<file path="config.mk">
export PLATFORM = sky130hd
export DESIGN_NAME = load_store_unit_flat
export DESIGN_NICKNAME = d
export VERILOG_FILES = /design/src/rtl/lsu_pkg.sv /design/src/rtl/load_store_unit_if.sv /design/src/rtl/lsu_lane_align.sv /design/src/rtl/load_store_unit.sv /design/src/flat_wrapper.sv
export SDC_FILE = /design/constraint.sdc
export NUM_CORES = 1
export LEC_CHECK = 0
export BUFFER_PORTS_ARGS = -buffer_cell sky130_fd_sc_hd__buf_2
export CORE_UTILIZATION = 25
export CTS_CLUSTER_DIAMETER = 60
export DETAILED_ROUTE_END_ITERATION = 6
export PLACE_DENSITY = 0.51
export SYNTH_ARGS = -nofsm -noshare
export SYNTH_HDL_FRONTEND = slang
export SYNTH_HIERARCHICAL = 1
export SYNTH_SLANG_ARGS = --single-unit
</file>
<file path="constraint.sdc">
create_clock -name clk -period 4.2 [get_ports clk]
set_input_delay 0.21 -clock clk [delete_from_list [all_inputs] [get_ports clk]]
set_output_delay 0.21 -clock clk [all_outputs]
set_load 0.03 [all_outputs]
</file>
<file path="src/rtl/lsu_pkg.sv">
// Shared types and constants for the load/store unit: FSM states, Funct3 width
// codes, byte-lane enables and the request legality check.
package lsu_pkg;

  typedef enum logic [1:0] {
    S_IDLE  = 2'b00,
    S_ISSUE = 2'b01,
    S_WAIT  = 2'b10,
    S_DONE  = 2'b11
  } lsu_state_t;

  localparam logic [2:0] F3_B  = 3'b000;
  localparam logic [2:0] F3_H  = 3'b001;
  localparam logic [2:0] F3_W  = 3'b010;
  localparam logic [2:0] F3_BU = 3'b100;
  localparam logic [2:0] F3_HU = 3'b101;

  localparam int         LANES      = 4;
  localparam logic [3:0] BE_NONE    = 4'b0000;
  localparam logic [3:0] BE_BYTE    = 4'b0001;
  localparam logic [3:0] BE_HALF_LO = 4'b0011;
  localparam logic [3:0] BE_HALF_HI = 4'b1100;
  localparam logic [3:0] BE_WORD    = 4'b1111;

  // True when the request must complete with fault and never touch memory.
  function automatic logic lsu_fault(input logic       is_load,
                                     input logic       is_store,
                                     input logic [2:0] f3,
                                     input logic [1:0] off);
    logic legal_load;
    logic legal_store;
    logic misaligned;
    legal_load  = (f3 == F3_B) || (f3 == F3_H) || (f3 == F3_W) ||
                  (f3 == F3_BU) || (f3 == F3_HU);
    legal_store = (f3 == F3_B) || (f3 == F3_H) || (f3 == F3_W);
    misaligned  = (((f3 == F3_H) || (f3 == F3_HU)) && off[0]) ||
                  ((f3 == F3_W) && (off != 2'b00));
    return (is_load == is_store) || (is_load && !legal_load) ||
           (is_store && !legal_store) || misaligned;
  endfunction

endpackage

</file>
<file path="src/rtl/load_store_unit_if.sv">
// Data-memory port: request/grant for the address phase, rvalid for read data.
interface load_store_unit_if #(
  parameter int DM_ADDRESS = 9,
  parameter int DATA_W     = 32
);
  logic                  mem_req;
  logic                  mem_we;
  logic [DM_ADDRESS-1:0] mem_addr;
  logic [3:0]            mem_be;
  logic [DATA_W-1:0]     mem_wdata;
  logic                  mem_gnt;
  logic                  mem_rvalid;
  logic [DATA_W-1:0]     mem_rdata;

  modport master (
    output mem_req, mem_we, mem_addr, mem_be, mem_wdata,
    input  mem_gnt, mem_rvalid, mem_rdata
  );

  modport slave (
    input  mem_req, mem_we, mem_addr, mem_be, mem_wdata,
    output mem_gnt, mem_rvalid, mem_rdata
  );
endinterface

</file>
<file path="src/rtl/lsu_lane_align.sv">
// Combinational lane steering: store byte enables and lane-replicated write
// data, plus load lane extraction with sign/zero extension.
module lsu_lane_align
  import lsu_pkg::*;
#(
  parameter int DATA_W = 32
) (
  input  logic [2:0]        funct3,
  input  logic [1:0]        byte_off,
  input  logic [DATA_W-1:0] wd,
  input  logic [DATA_W-1:0] rdata,
  output logic [3:0]        be,
  output logic [DATA_W-1:0] wdata,
  output logic [DATA_W-1:0] ldata
);

  logic [DATA_W-1:0] lane;

  always_comb begin
    be = BE_WORD;
    case (funct3)
      F3_B:    be = 4'(BE_BYTE << byte_off);
      F3_H:    be = byte_off[1] ? BE_HALF_HI : BE_HALF_LO;
      default: be = BE_WORD;
    endcase
  end

  // Each lane picks the store byte that lands on it after replication.
  for (genvar gi = 0; gi < LANES; gi++) begin : g_wlane
    always_comb begin
      wdata[8*gi +: 8] = wd[8*gi +: 8];
      case (funct3)
        F3_B:    wdata[8*gi +: 8] = wd[7:0];
        F3_H:    wdata[8*gi +: 8] = wd[8*(gi%2) +: 8];
        default: wdata[8*gi +: 8] = wd[8*gi +: 8];
      endcase
    end
  end

  assign lane = rdata >> {byte_off, 3'b000};

  always_comb begin
    ldata = lane;
    case (funct3)
      F3_B:    ldata = {{(DATA_W-8){lane[7]}}, lane[7:0]};
      F3_BU:   ldata = {{(DATA_W-8){1'b0}}, lane[7:0]};
      F3_H:    ldata = {{(DATA_W-16){lane[15]}}, lane[15:0]};
      F3_HU:   ldata = {{(DATA_W-16){1'b0}}, lane[15:0]};
      default: ldata = lane;
    endcase
  end

endmodule

</file>
<file path="src/rtl/load_store_unit.sv">
// Core-side data-memory initiator: accepts one load/store, runs the
// request/grant/rvalid handshake and returns extended load data.
module load_store_unit
  import lsu_pkg::*;
#(
  parameter int DM_ADDRESS = 9,
  parameter int DATA_W     = 32
) (
  input  logic              clk,
  input  logic              rst_n,
  input  logic              lsu_valid,
  output logic              lsu_ready,
  input  logic              MemRead,
  input  logic              MemWrite,
  input  logic [2:0]        Funct3,
  input  logic [DATA_W-1:0] addr,
  input  logic [DATA_W-1:0] wd,
  load_store_unit_if.master mem,
  output logic              done,
  output logic [DATA_W-1:0] rd,
  output logic              fault,
  output logic              stall
);

  lsu_state_t            state_reg, state_next;
  logic                  we_reg;
  logic                  fault_reg;
  logic [2:0]            f3_reg;
  logic [DM_ADDRESS-1:0] addr_reg;
  logic [DATA_W-1:0]     wd_reg;
  logic [DATA_W-1:0]     rd_reg;

  logic                  accept;
  logic                  req_fault;
  logic [3:0]            be_al;
  logic [DATA_W-1:0]     wdata_al;
  logic [DATA_W-1:0]     ldata_al;
  logic                  unused_addr_hi;

  assign unused_addr_hi = ^addr[DATA_W-1:DM_ADDRESS];
  assign accept         = (state_reg == S_IDLE) && lsu_valid;
  assign req_fault      = lsu_fault(MemRead, MemWrite, Funct3, addr[1:0]);

  lsu_lane_align #(.DATA_W(DATA_W)) u_align (
    .funct3   (f3_reg),
    .byte_off (addr_reg[1:0]),
    .wd       (wd_reg),
    .rdata    (mem.mem_rdata),
    .be       (be_al),
    .wdata    (wdata_al),
    .ldata    (ldata_al)
  );

  always_ff @(posedge clk) begin
    if (!rst_n) begin
      state_reg <= S_IDLE;
      we_reg    <= 1'b0;
      fault_reg <= 1'b0;
      f3_reg    <= '0;
      addr_reg  <= '0;
      wd_reg    <= '0;
      rd_reg    <= '0;
    end else begin
      state_reg <= state_next;
      if (accept) begin
        we_reg    <= MemWrite;
        fault_reg <= req_fault;
        f3_reg    <= Funct3;
        addr_reg  <= addr[DM_ADDRESS-1:0];
        wd_reg    <= wd;
      end
      if ((state_reg == S_WAIT) && mem.mem_rvalid) begin
        rd_reg <= ldata_al;
      end
    end
  end

  // Address and write data come straight from the latched request, so they
  // cannot move while mem_req waits for a grant.
  always_comb begin
    state_next    = state_reg;
    lsu_ready     = 1'b0;
    stall         = 1'b0;
    done          = 1'b0;
    fault         = 1'b0;
    mem.mem_req   = 1'b0;
    mem.mem_we    = 1'b0;
    mem.mem_be    = BE_NONE;
    mem.mem_addr  = {addr_reg[DM_ADDRESS-1:2], 2'b00};
    mem.mem_wdata = wdata_al;
    case (state_reg)
      S_IDLE: begin
        lsu_ready = 1'b1;
        if (lsu_valid) state_next = req_fault ? S_DONE : S_ISSUE;
      end
      S_ISSUE: begin
        stall       = 1'b1;
        mem.mem_req = 1'b1;
        mem.mem_we  = we_reg;
        mem.mem_be  = we_reg ? be_al : BE_NONE;
        if (mem.mem_gnt) state_next = we_reg ? S_DONE : S_WAIT;
      end
      S_WAIT: begin
        stall = 1'b1;
        if (mem.mem_rvalid) state_next = S_DONE;
      end
      S_DONE: begin
        done       = 1'b1;
        fault      = fault_reg;
        state_next = S_IDLE;
      end
      default: state_next = S_IDLE;
    endcase
  end

  assign rd = rd_reg;

endmodule

</file>
<file path="src/flat_wrapper.sv">
// flat-port wrapper written by rule: the top's interface ports become plain ports
module load_store_unit_flat import lsu_pkg::*;
#(
  parameter int DM_ADDRESS = 9,
  parameter int DATA_W     = 32
)
  (clk, rst_n, lsu_valid, lsu_ready, MemRead, MemWrite, Funct3, addr, wd, done, rd, fault, stall, mem_mem_req, mem_mem_we, mem_mem_addr, mem_mem_be, mem_mem_wdata, mem_mem_gnt, mem_mem_rvalid, mem_mem_rdata);
  load_store_unit_if #(.DM_ADDRESS(DM_ADDRESS), .DATA_W(DATA_W)) mem_i ();
  input  logic clk;
  input  logic rst_n;
  input  logic lsu_valid;
  output logic lsu_ready;
  input  logic MemRead;
  input  logic MemWrite;
  input  logic [2:0] Funct3;
  input  logic [DATA_W-1:0] addr;
  input  logic [DATA_W-1:0] wd;
  output logic done;
  output logic [DATA_W-1:0] rd;
  output logic fault;
  output logic stall;
  output wire logic [$bits(mem_i.mem_req)-1:0] mem_mem_req;
  output wire logic [$bits(mem_i.mem_we)-1:0] mem_mem_we;
  output wire logic [$bits(mem_i.mem_addr)-1:0] mem_mem_addr;
  output wire logic [$bits(mem_i.mem_be)-1:0] mem_mem_be;
  output wire logic [$bits(mem_i.mem_wdata)-1:0] mem_mem_wdata;
  input wire logic [$bits(mem_i.mem_gnt)-1:0] mem_mem_gnt;
  input wire logic [$bits(mem_i.mem_rvalid)-1:0] mem_mem_rvalid;
  input wire logic [$bits(mem_i.mem_rdata)-1:0] mem_mem_rdata;
  assign mem_mem_req = mem_i.mem_req;
  assign mem_mem_we = mem_i.mem_we;
  assign mem_mem_addr = mem_i.mem_addr;
  assign mem_mem_be = mem_i.mem_be;
  assign mem_mem_wdata = mem_i.mem_wdata;
  assign mem_i.mem_gnt = mem_mem_gnt;
  assign mem_i.mem_rvalid = mem_mem_rvalid;
  assign mem_i.mem_rdata = mem_mem_rdata;
  load_store_unit #(.DM_ADDRESS(DM_ADDRESS), .DATA_W(DATA_W)) u_core (.clk(clk), .rst_n(rst_n), .lsu_valid(lsu_valid), .lsu_ready(lsu_ready), .MemRead(MemRead), .MemWrite(MemWrite), .Funct3(Funct3), .addr(addr), .wd(wd), .mem(mem_i), .done(done), .rd(rd), .fault(fault), .stall(stall));
endmodule
</file>
== After elaboration in Yosys (flattened, before gate mapping) ==
Index checks and enable logic that the tools add are counted.

* Equality and inequality tests: 14
* Shift operators: 2
* Multiplexer cells: 20
* Reduce and logical (&&, ||, !) cells: 24

{| class="wikitable"
|+ Operators by type and width
! cell !! count
|-
| $pmux W32 S4 || 1
|-
| $shr A32 B5 Y32 || 1
|-
| $mux W8 || 2
|-
| $pmux W8 S2 || 1
|-
| $eq A3 B3 Y1 const B || 4
|-
| $mux W4 || 3
|-
| $logic_or A1 B1 Y1 || 9
|-
| $mux W2 || 4
|-
| $pmux W2 S4 || 1
|-
| $pmux W4 S2 || 1
|-
| $mux W1 || 7
|-
| $eq A3 B1 Y1 const B || 2
|-
| $logic_and A1 B1 Y1 || 6
|-
| $logic_not A3 Y1 || 2
|-
| $ne A2 B2 Y1 const B || 3
|-
| $eq A2 B2 Y1 const B || 2
|-
| $reduce_or A2 Y1 || 2
|-
| $shl A1 B2 Y4 const A || 1
|-
| $eq A3 B2 Y1 const B || 1
|-
| $reduce_and A3 Y1 || 1
|-
| $eq A2 B1 Y1 const B || 1
|-
| $logic_not A1 Y1 || 2
|-
| $logic_not A2 Y1 || 1
|-
| $reduce_bool A2 Y1 || 1
|-
| $eq A1 B1 Y1 || 1
|}

* Bits in registers: 80
* Output and inout port bits: 83
* Word-level logic and storage cells: 67

== Longest topological paths before layout ==
Gate-level depths: netlist of run 1.

* Depth after elaboration: 13
* Gate-level depth with buffers: 7
* Mapped depth without buffers: 5

== Cells and area by module ==
The synthesis of run 1 kept the hierarchy.

{| class="wikitable"
|+ Modules (own cells, without submodules)
! module !! times used !! cells each !! area each (µm²)
|-
| load_store_unit || 1 || 383 || 3291.9
|-
| lsu_lane_align || 1 || 186 || 1386.3
|}

== Least setup slack after synthesis of run 1 ==
No wires, ideal clock.

* Path type: flip-flop to output port
* From: register u_core.f3_reg[1]
* To: output port mem_mem_wdata[24]
* Arrival: 1.442 ns
* Slack: 2.548 ns
* Stages on the path, launching flop included: 6
* Path through: dfxtp_1 > clkbuf_2 > nor2_4 > buf_2 > nor2_1 > a21oi_1

* Cells in the longest elaborated chain, start to end: 2
* Elaborated cells on any way between the ends: 3
* Classes of those cells: 1 x eq/ne; 1 x mux; 1 x reduce/logical

{| class="wikitable"
|+ RTL lines
! item !! RTL line !! source
|-
| start, declared || load_store_unit.sv:28 || <nowiki>logic [2:0] f3_reg;</nowiki>
|-
| start signal, assigned || load_store_unit.sv:68 || <nowiki>f3_reg <= Funct3;</nowiki>
|-
| $eq A3 B1 Y1 or $logic_not A3 Y1 (tied branches) || lsu_lane_align.sv:32 || <nowiki>case (funct3)</nowiki>
|-
| $pmux W8 S2 (*) || lsu_lane_align.sv:32 ||
|-
| end, declared || flat_wrapper.sv:26 || <nowiki>output wire logic [$bits(mem_i.mem_wdata)-1:0] mem_mem_wdata;</nowiki>
|}

Mark *: on every way between the ends. The rest lies on a longest branch, timed or not.

== Worst setup path after layout of run 1 ==
* From: register u_core.f3_reg[1]
* To: output port mem_mem_be[2]

* Cells in the longest elaborated chain, start to end: 4
* Elaborated cells on any way between the ends: 5
* Classes of those cells: 1 x eq/ne; 3 x mux; 1 x reduce/logical

{| class="wikitable"
|+ RTL lines
! item !! RTL line !! source
|-
| $eq A3 B1 Y1 or $logic_not A3 Y1 (tied branches) || lsu_lane_align.sv:21 || <nowiki>case (funct3)</nowiki>
|-
| $pmux W4 S2 (*) || lsu_lane_align.sv:21 ||
|-
| net u_core.be_al[2] || load_store_unit.sv:35 || <nowiki>logic [3:0] be_al;</nowiki>
|-
| $mux W4 (*) || load_store_unit.sv:100 || <nowiki>mem.mem_be = we_reg ? be_al : BE_NONE;</nowiki>
|-
| $mux W4 (*) || load_store_unit.sv:91 || <nowiki>case (state_reg)</nowiki>
|-
| end, declared || flat_wrapper.sv:25 || <nowiki>output wire logic [$bits(mem_i.mem_be)-1:0] mem_mem_be;</nowiki>
|}

The timed path passes the listed nets; every way through them passes the cells marked *.

==> reports/results.md, run 1 <==
| Parameter | Reported |
|:---|:---|
| Buffers inserted by post-CTS timing repair | 0 |
| Final setup skew | 0.0150 ns |
| Crit path capture type | primary output |
| Comb power frac | 46.0% |
| Gpl congestion | 0.798 |
| Core Rows | 49 |
| Failing checks | design-rule violations |
| Number of antenna violations at the first check in global routing | 0 |
| Post-synth top cells | sky130_fd_sc_hd__nand2_1 (173), sky130_fd_sc_hd__dfxtp_1 (80), sky130_fd_sc_hd__a21boi_0 (44) |
| Switching power | 1510 µW |
| Number of cells on the worst hold path | 3 |
| Wire length of the first global-routing pass | 22,400 µm |
| Number of cells on the critical path | 4 |
| Largest cells by area after synthesis | sky130_fd_sc_hd__dfxtp_1 (34%), sky130_fd_sc_hd__nand2_1 (14%), sky130_fd_sc_hd__a21boi_0 (7.1%) |
| Internal power of the cells | 1820 µW |
| DRC marker count from the first detailed-route iteration | 187 |
| Overflow after GRT | 0 |
| CTS tree | done |
| Average wire length per cell after detail routing | 15.7 µm |
| Netlist cell types | 49 |
| Part of the power in registers | 30.6% |
| Crit path max-delay family | simple AND/OR/NAND/NOR gates |
| Transition time of the tightest slew-check pin | 1.13 ns |
| Outcome | finished, violations left |
| Number of instances in the synthesized netlist | 569 |
| Relative slew margins | 24.7% |
| Final worst path period share | 61.6% |
| Number of clock buffers inserted by TritonCTS | 9 |
| Syn Area/Cell | 8.22 µm² |
| Reported leakage power | 0.00248 µW |
| Total I/O pin count | 189 |
| Largest net degree at the start of global routing | 48 |
| Area of the core | 18,100 µm² |
| Highest net fanout along the worst path | 45 |
| Cell area reported after detailed placement | 5400 µm² |
| Register clock-pin slew on the reported worst setup and hold paths | 0.08 ns |
| Detailed-route via count | 4,284 |
| Insertion delay to the later sink of the worst-skew pair | 0.35 ns |
| Peak clock frequency supported by timing | 387 MHz |
| DPL Wire Length | 10,100 µm |
| Post-route DRC | 13 |
| Number of port buffers | 163 |
| Hold Crit Start | wd[22] |
| Layout area overhead | 21.6% |
| Type of the tightest min-delay check | in -> reg |
| Slowest-stage cell, CP | sky130_fd_sc_hd__nor2_4 |
| Post_cts resized | 0 |
| Most common cell in the netlist | sky130_fd_sc_hd__nand2_1 |
| Origin of the critical flop-to-flop path | u_core/addr_reg[1]$_SDFFE_PN0P_ |
| Setup repair after global routing missed its margin | no |
| Internal reg-to-reg setup slack | 1.87 ns |
| Quantity of hold-fixing buffers added after cts | 0 |
| Number of enable-type register cells in the synthesized netlist | 0 |
| Final Slew Violations | 0 |
| Count of buffering cells on the critical path with inverters included | 1 |
| Maximum cell stage delay along the critical path | 0.92 ns |
| Synth Cell Area | 4680 µm² |
| H-tree levels | 3 |
| Share of power burned in the clock network | 23.4% |
| Effective utilization at floorplan | 25.8% |
| Fin. Hold Viols | 0 |
| Switching power as a share of total power | 45.4% |
| Via count of the first global-routing pass | 4,044 |
| Power per Cell Area | 585 nW/µm² |
| Number of inserted diodes | 0 |
| Chain of cells forming the critical path | nor2_4 > o21ai_0 > and3_1 > buf_2 |
| Highest ir drop seen on vdd | 0.000232 V |
| Fraction of final layout cells sized beyond drive strength 1 | 35.1% |
| Area share of the leading cell type in the synthesized netlist | 34.2% |
| Die Height | 139 µm |
| Post-layout instance area | 5690 µm² |
| Count of maximum capacitance violations | 0 |
| Total detailed-routing wirelength | 14,400 µm |
| Worst Reg2Reg Path Length in Cells | 6 |
| Worst Path Arrival | 2.38 ns |
| Min cycle time layout | 2.59 ns |
| Die area | 19,300 µm² |
| Worst min-delay path endpoint | u_core/wd_reg[22]$_SDFFE_PN0P_ |
| Type of the setup path with the least slack | reg -> out |
| Horizontal extent of the die | 139 µm |
| Startpoint type of the worst setup path | flip-flop |
| Total clock sinks | 80 |
| Critical R2R Capture | u_core/rd[8]$_SDFFE_PN0P_ |
| CTS max path bufs | 2 |
| Net count, final | 798 |
| Cell at the root of the clock tree | sky130_fd_sc_hd__clkbuf_16 |
| Proportion of register bits with asynchronous set or reset after synthesis | 0% |
| Post-synthesis register bit count | 80 |
| # setup viols final | 0 |
| Setup Total Neg Slack | 0 ns |
| Total routing usage reported by global routing | 14.9% |
| Number of warnings issued by yosys | 6 |
| Count of TritonRoute iterations in the first routing pass | 7 |
| Post-synthesis sequential area ratio | 34.2% |
| Required arrival time at the worst endpoint | 3.99 ns |
| Area leader, netlist | sky130_fd_sc_hd__dfxtp_1 |
| Average via count per standard cell | 4.65 |
| Most instantiated flip-flop cell in the synthesis netlist | sky130_fd_sc_hd__dfxtp_1 |
| DRT antenna net count | 0 |
worst max-delay path by stage:
| stage | startpoint | endpoint | slack (ns) |
|---|---|---|---|
| 5_1_grt | u_core/f3_reg[1]$_SDFFE_PN0P_ | mem_mem_be[3] | 1.44 |
| 3_3_place_gp | u_core/addr_reg[1]$_SDFFE_PN0P_ | u_core/rd[8]$_SDFFE_PN0P_ | 1.89 |
| 4_1_cts | u_core/f3_reg[1]$_SDFFE_PN0P_ | mem_mem_be[2] | 1.58 |
| 2_1_floorplan | u_core/f3_reg[1]$_SDFFE_PN0P_ | mem_mem_wdata[24] | 2.55 |
| 3_5_place_dp | u_core/addr_reg[1]$_SDFFE_PN0P_ | u_core/rd[8]$_SDFFE_PN0P_ | 1.90 |
| 6_report | u_core/f3_reg[1]$_SDFFE_PN0P_ | mem_mem_be[2] | 1.61 |
layout by cell type (no fill, tap or decap), drive strengths merged:
cell	instances
a211oi	7
a21boi	77
a21oi	31
a221oi	2
a22oi	1
a2bb2oi	1
a32oi	17
a41o	1
a41oi	1
and2	4
and2b	1
and3	4
and4	1
and4b	1
buf	168
clkbuf	9
clkinv	1
clkinvlp	2
conb	2
dfxtp	80
ha	4
inv	8
mux2	26
mux2i	15
nand2	174
nand2b	4
nand3	1
nand3b	1
nand4	1
nor2	16
nor2b	9
nor3	1
nor3b	1
nor4	1
o21ai	8
o311a	1
or2	9
xor2	2
final cells by class:
class                      count  area (µm²)
clock inverter                 7        61.3
fill                        2013       12500
multi-input combinational    425        2650
sequential                    80        1600
timing repair buffer         168         853
clock buffer                   9         225
tap                          229         287
inverter                       4        15.0
power by group through the flow:
stage	sequential, µW	combinational (µW)	clock [µW]
after floorplan	1110	1150	0
after CTS	1020	1550	809
final	1020	1530	779
after global placement	1040	1550	0
after global routing	1040	1670	837
after detailed placement	1040	1540	0
through the flow:
stage	worst slack (ns)	total power [µW]	cells	util (%)	hold WS, ns
2_1_floorplan	2.55	2260	570	-	0.345
3_3_place_gp	1.89	2590	906	29.8	0.441
3_5_place_dp	1.90	2580	906	29.8	0.442
6_report	1.61	3330	922	31.4	0.0861
5_1_grt	1.44	3550	922	31.4	0.0824
4_1_cts	1.58	3380	922	31.4	0.0784
routing by layer:
layer  vias to the layer above  wire, µm  global-route usage, %
met5                         -         0                      0
met4                         0       104                   2.92
met3                         9      1200                   5.32
met2                       169      6560                   24.1
met1                      1957      6570                   19.0
li1                       2149         -                      -
worst min-delay path, delay by kind of cell:
| kind | cells | cell delay, ns |
|---|---|---|
| and+or+nand+nor | 1 | 0.05 |
| buffers and inverters | 1 | 0.10 |
| AOI/OAI and AO/OA | 1 | 0.05 |
kinds of logic (layout without fill, tap and decap cells):
kind of cell / after synthesis / in the layout / share of synthesized area [%]
AND/OR/NAND/NOR: 229 / 229 / 21.4
multiplexers: 41 / 41 / 9.47
flip-flops: 80 / 80 / 34.2
adder cells (fa/ha/maj): 4 / 4 / 1.07
AO/OA/AOI/OAI: 147 / 147 / 24.0
XOR/XNOR: 2 / 2 / 0.535
buffers and inverters: 65 / 188 / 9.25
other: 1 / 2 / 0.0802
No activity file was read; power rests on OpenSTA's default activity.
==> run 2: changes to the inputs <==
Settings changed: ABC_AREA from default to 1, PLACE_DENSITY 0.51 to 0.54.
Clock period 4.2 ns to 2.2 ns, I/O delays scaled along.
==> reports/results.md, run 2 <==
| Parameter | Reported |
|:---|:---|
| Via count of the first global-routing pass | 4,303 |
| Highest net fanout along the worst path | 17 |
| Relative slew margins | 32.8% |
| Setup repair after global routing missed its margin | no |
| Final Slew Violations | 0 |
| Min cycle time layout | 1.86 ns |
| Post-synthesis register bit count | 80 |
| Syn Area/Cell | 6.55 µm² |
| Effective utilization at floorplan | 25.5% |
| Switching power as a share of total power | 46.9% |
| Cell at the root of the clock tree | sky130_fd_sc_hd__clkbuf_16 |
| Area of the core | 16,500 µm² |
| Worst Reg2Reg Path Length in Cells | 8 |
| DRT antenna net count | 0 |
| Post-route total power | 7290 µW |
| Post_cts resized | 0 |
| Number of antenna violations at the first check in global routing | 0 |
| Largest net degree at the start of global routing | 57 |
| Number of enable-type register cells in the synthesized netlist | 0 |
| Peak clock frequency supported by timing | 538 MHz |
| # setup viols final | 0 |
| Type of the tightest min-delay check | in -> reg |
| Largest cells by area after synthesis | sky130_fd_sc_hd__dfxtp_1 (38%), sky130_fd_sc_hd__nor2_1 (14%), sky130_fd_sc_hd__o21ai_0 (13%) |
| Maximum cell stage delay along the critical path | 0.38 ns |
| Startpoint type of the worst setup path | flip-flop |
| Number of instances in the synthesized netlist | 643 |
| Horizontal extent of the die | 132 µm |
| Transition time of the tightest slew-check pin | 1.01 ns |
| Failing checks | design-rule violations |
| Final Non-Filler Cells | 1,007 |
| Insertion delay to the later sink of the worst-skew pair | 0.35 ns |
| DPL Wire Length | 9740 µm |
| Post-synth top cells | sky130_fd_sc_hd__nor2_1 (162), sky130_fd_sc_hd__nand2_1 (112), sky130_fd_sc_hd__o21ai_0 (109) |
| Tightest hold margin | 0.00965 ns |
| Most common cell in the netlist | sky130_fd_sc_hd__nor2_1 |
| Total clock sinks | 80 |
| Overflow after GRT | 0 |
| Slowest-stage cell, CP | sky130_fd_sc_hd__dfxtp_1 |
| Netlist cell types | 22 |
| Combined area of the multi-input logic cells | 2060 µm² |
| Final cell utilization of the core | 32.9% |
| Number of port buffers | 163 |
| Total routing usage reported by global routing | 15.7% |
| Count of TritonRoute iterations in the first routing pass | 6 |
| Total I/O pin count | 189 |
| Net count, final | 892 |
| Final setup skew | 0.00839 ns |
| Die Height | 132 µm |
| Total detailed-routing wirelength | 13,300 µm |
| Reported leakage power | 0.00276 µW |
| Register clock-pin slew on the reported worst setup and hold paths | 0.06 ns |
| Number of cells on the worst hold path | 3 |
| Fraction of final layout cells sized beyond drive strength 1 | 25.9% |
| Wire length of the first global-routing pass | 21,400 µm |
| Average wire length per cell after detail routing | 13.3 µm |
| Number of warnings issued by yosys | 6 |
| Setup Total Neg Slack | 0 ns |
| Highest ir drop seen on vdd | 0.000617 V |
| CTS max path bufs | 2 |
| Number of clock buffers inserted by TritonCTS | 9 |
| Worst Path Arrival | 1.75 ns |
| Post-synthesis sequential area ratio | 38.0% |
| Fin. Hold Viols | 0 |
| Outcome | finished, violations left |
| Part of the power in registers | 28.9% |
| Area leader, netlist | sky130_fd_sc_hd__dfxtp_1 |
| CTS tree | done |
| Number of inserted diodes | 0 |
| Post-Place Cells | 982 |
| Final worst path period share | 84.5% |
| Proportion of register bits with asynchronous set or reset after synthesis | 0% |
| Detailed-route via count | 4,407 |
| Most common cell after layout, fill and taps aside | sky130_fd_sc_hd__buf_2 |
| Total of fill cells in the finished design | 1,895 |
| Chain of cells forming the critical path | nor2_4 > inv_2 > nor2_8 > nand2_1 > o211ai_1 > buf_2 |
| Gpl congestion | 0.788 |
| Crit path capture type | primary output |
| Post-route DRC | 2 |
| Commonest non-fill, non-tap cells in the layout | sky130_fd_sc_hd__buf_2 (163), sky130_fd_sc_hd__nor2_1 (162), sky130_fd_sc_hd__nand2_1 (112) |
| Switching power | 3420 µW |
| H-tree levels | 3 |
| Count of maximum capacitance violations | 0 |
| Internal power of the cells | 3880 µW |
| Most instantiated flip-flop cell in the synthesis netlist | sky130_fd_sc_hd__dfxtp_1 |
| Average via count per standard cell | 4.38 |
| Core Rows | 47 |
| Footprint of the flip-flops and latches | 1600 µm² |
| Die area | 17,400 µm² |
| Layout area overhead | 29.2% |
| Type of the setup path with the least slack | reg -> out |
| Comb power frac | 49.6% |
| Share of power burned in the clock network | 21.5% |
| Area share of the leading cell type in the synthesized netlist | 38.0% |
| Power per Cell Area | 1340 nW/µm² |
| Required arrival time at the worst endpoint | 2.09 ns |
| Synth Cell Area | 4210 µm² |
| DRC marker count from the first detailed-route iteration | 188 |
## run 2: stage by stage
stage / setup WS [ns] / area, µm²
2_1_floorplan: 0.606 / 4210
6_report: 0.340 / 5440
5_1_grt: 0.137 / 5440
3_5_place_dp: 0.402 / 5050
3_3_place_gp: 0.428 / 5050
4_1_cts: 0.0660 / 5430
## run 2: power by group through the flow
stage	clock (µW)	combinational, µW	sequential [µW]
after global routing	1680	4040	2160
after detailed placement	0	3610	2150
after global placement	0	3610	2140
after floorplan	0	2610	2320
after CTS	1620	3640	2110
final	1570	3620	2110
## run 2: worst max-delay path, delay by kind of cell (launching register included)
family	cells	cell delay [ns]
compound gates	1	0.16
buf+inv	2	0.34
flops	1	0.38
simple gates	3	0.52
## run 2: final timing paths
check	start	endpoint	slack, ns
worst max-delay path	u_core/f3_reg[1]$_SDFFE_PN0P_	mem_mem_wdata[24]	0.34
worst max register to register	u_core/addr_reg[0]$_SDFFE_PN0P_	u_core/rd[29]$_SDFFE_PN0P_	0.45
worst min-delay path	wd[17]	u_core/wd_reg[17]$_SDFFE_PN0P_	0.01
worst min register to register	u_core/rd[17]$_SDFFE_PN0P_	u_core/rd[17]$_SDFFE_PN0P_	0.47
## run 2: final cells by class
cell class / count / share of cell area (%)
multi-input cells: 457 / 37.9
flip-flops and latches: 80 / 29.4
repair buffers: 181 / 18.3
clock inverters: 4 / 0.943
well taps: 220 / 5.06
clock buffers: 12 / 4.71
inverters: 53 / 3.66
## run 2: cell families after synthesis
kind of cell             synth area share (%)
flip-flops                               38.0
buffers and inverters                    13.0
AO/OA/AOI/OAI                            17.7
AND/OR/NAND/NOR                          30.0
adder cells (fa/ha/maj)                  1.19
other                                  0.0891
## run 2: what timing repair did
item | 4_1_cts | 5_1_grt
buffers inserted | 0 | 2
endpoints found under the setup margin | 0 | 2
hold endpoints to repair | 7 | 0
hold buffers | 7 | 0
## run 2: routing by layer
layer / track usage, % / vias to the layer above / share of wire [%]
met5: 0 / - / 0
met4: 5.68 / 0 / 1.7
met3: 6.31 / 12 / 9.2
met2: 26.0 / 152 / 46
met1: 18.3 / 1948 / 43
li1: - / 2295 / -
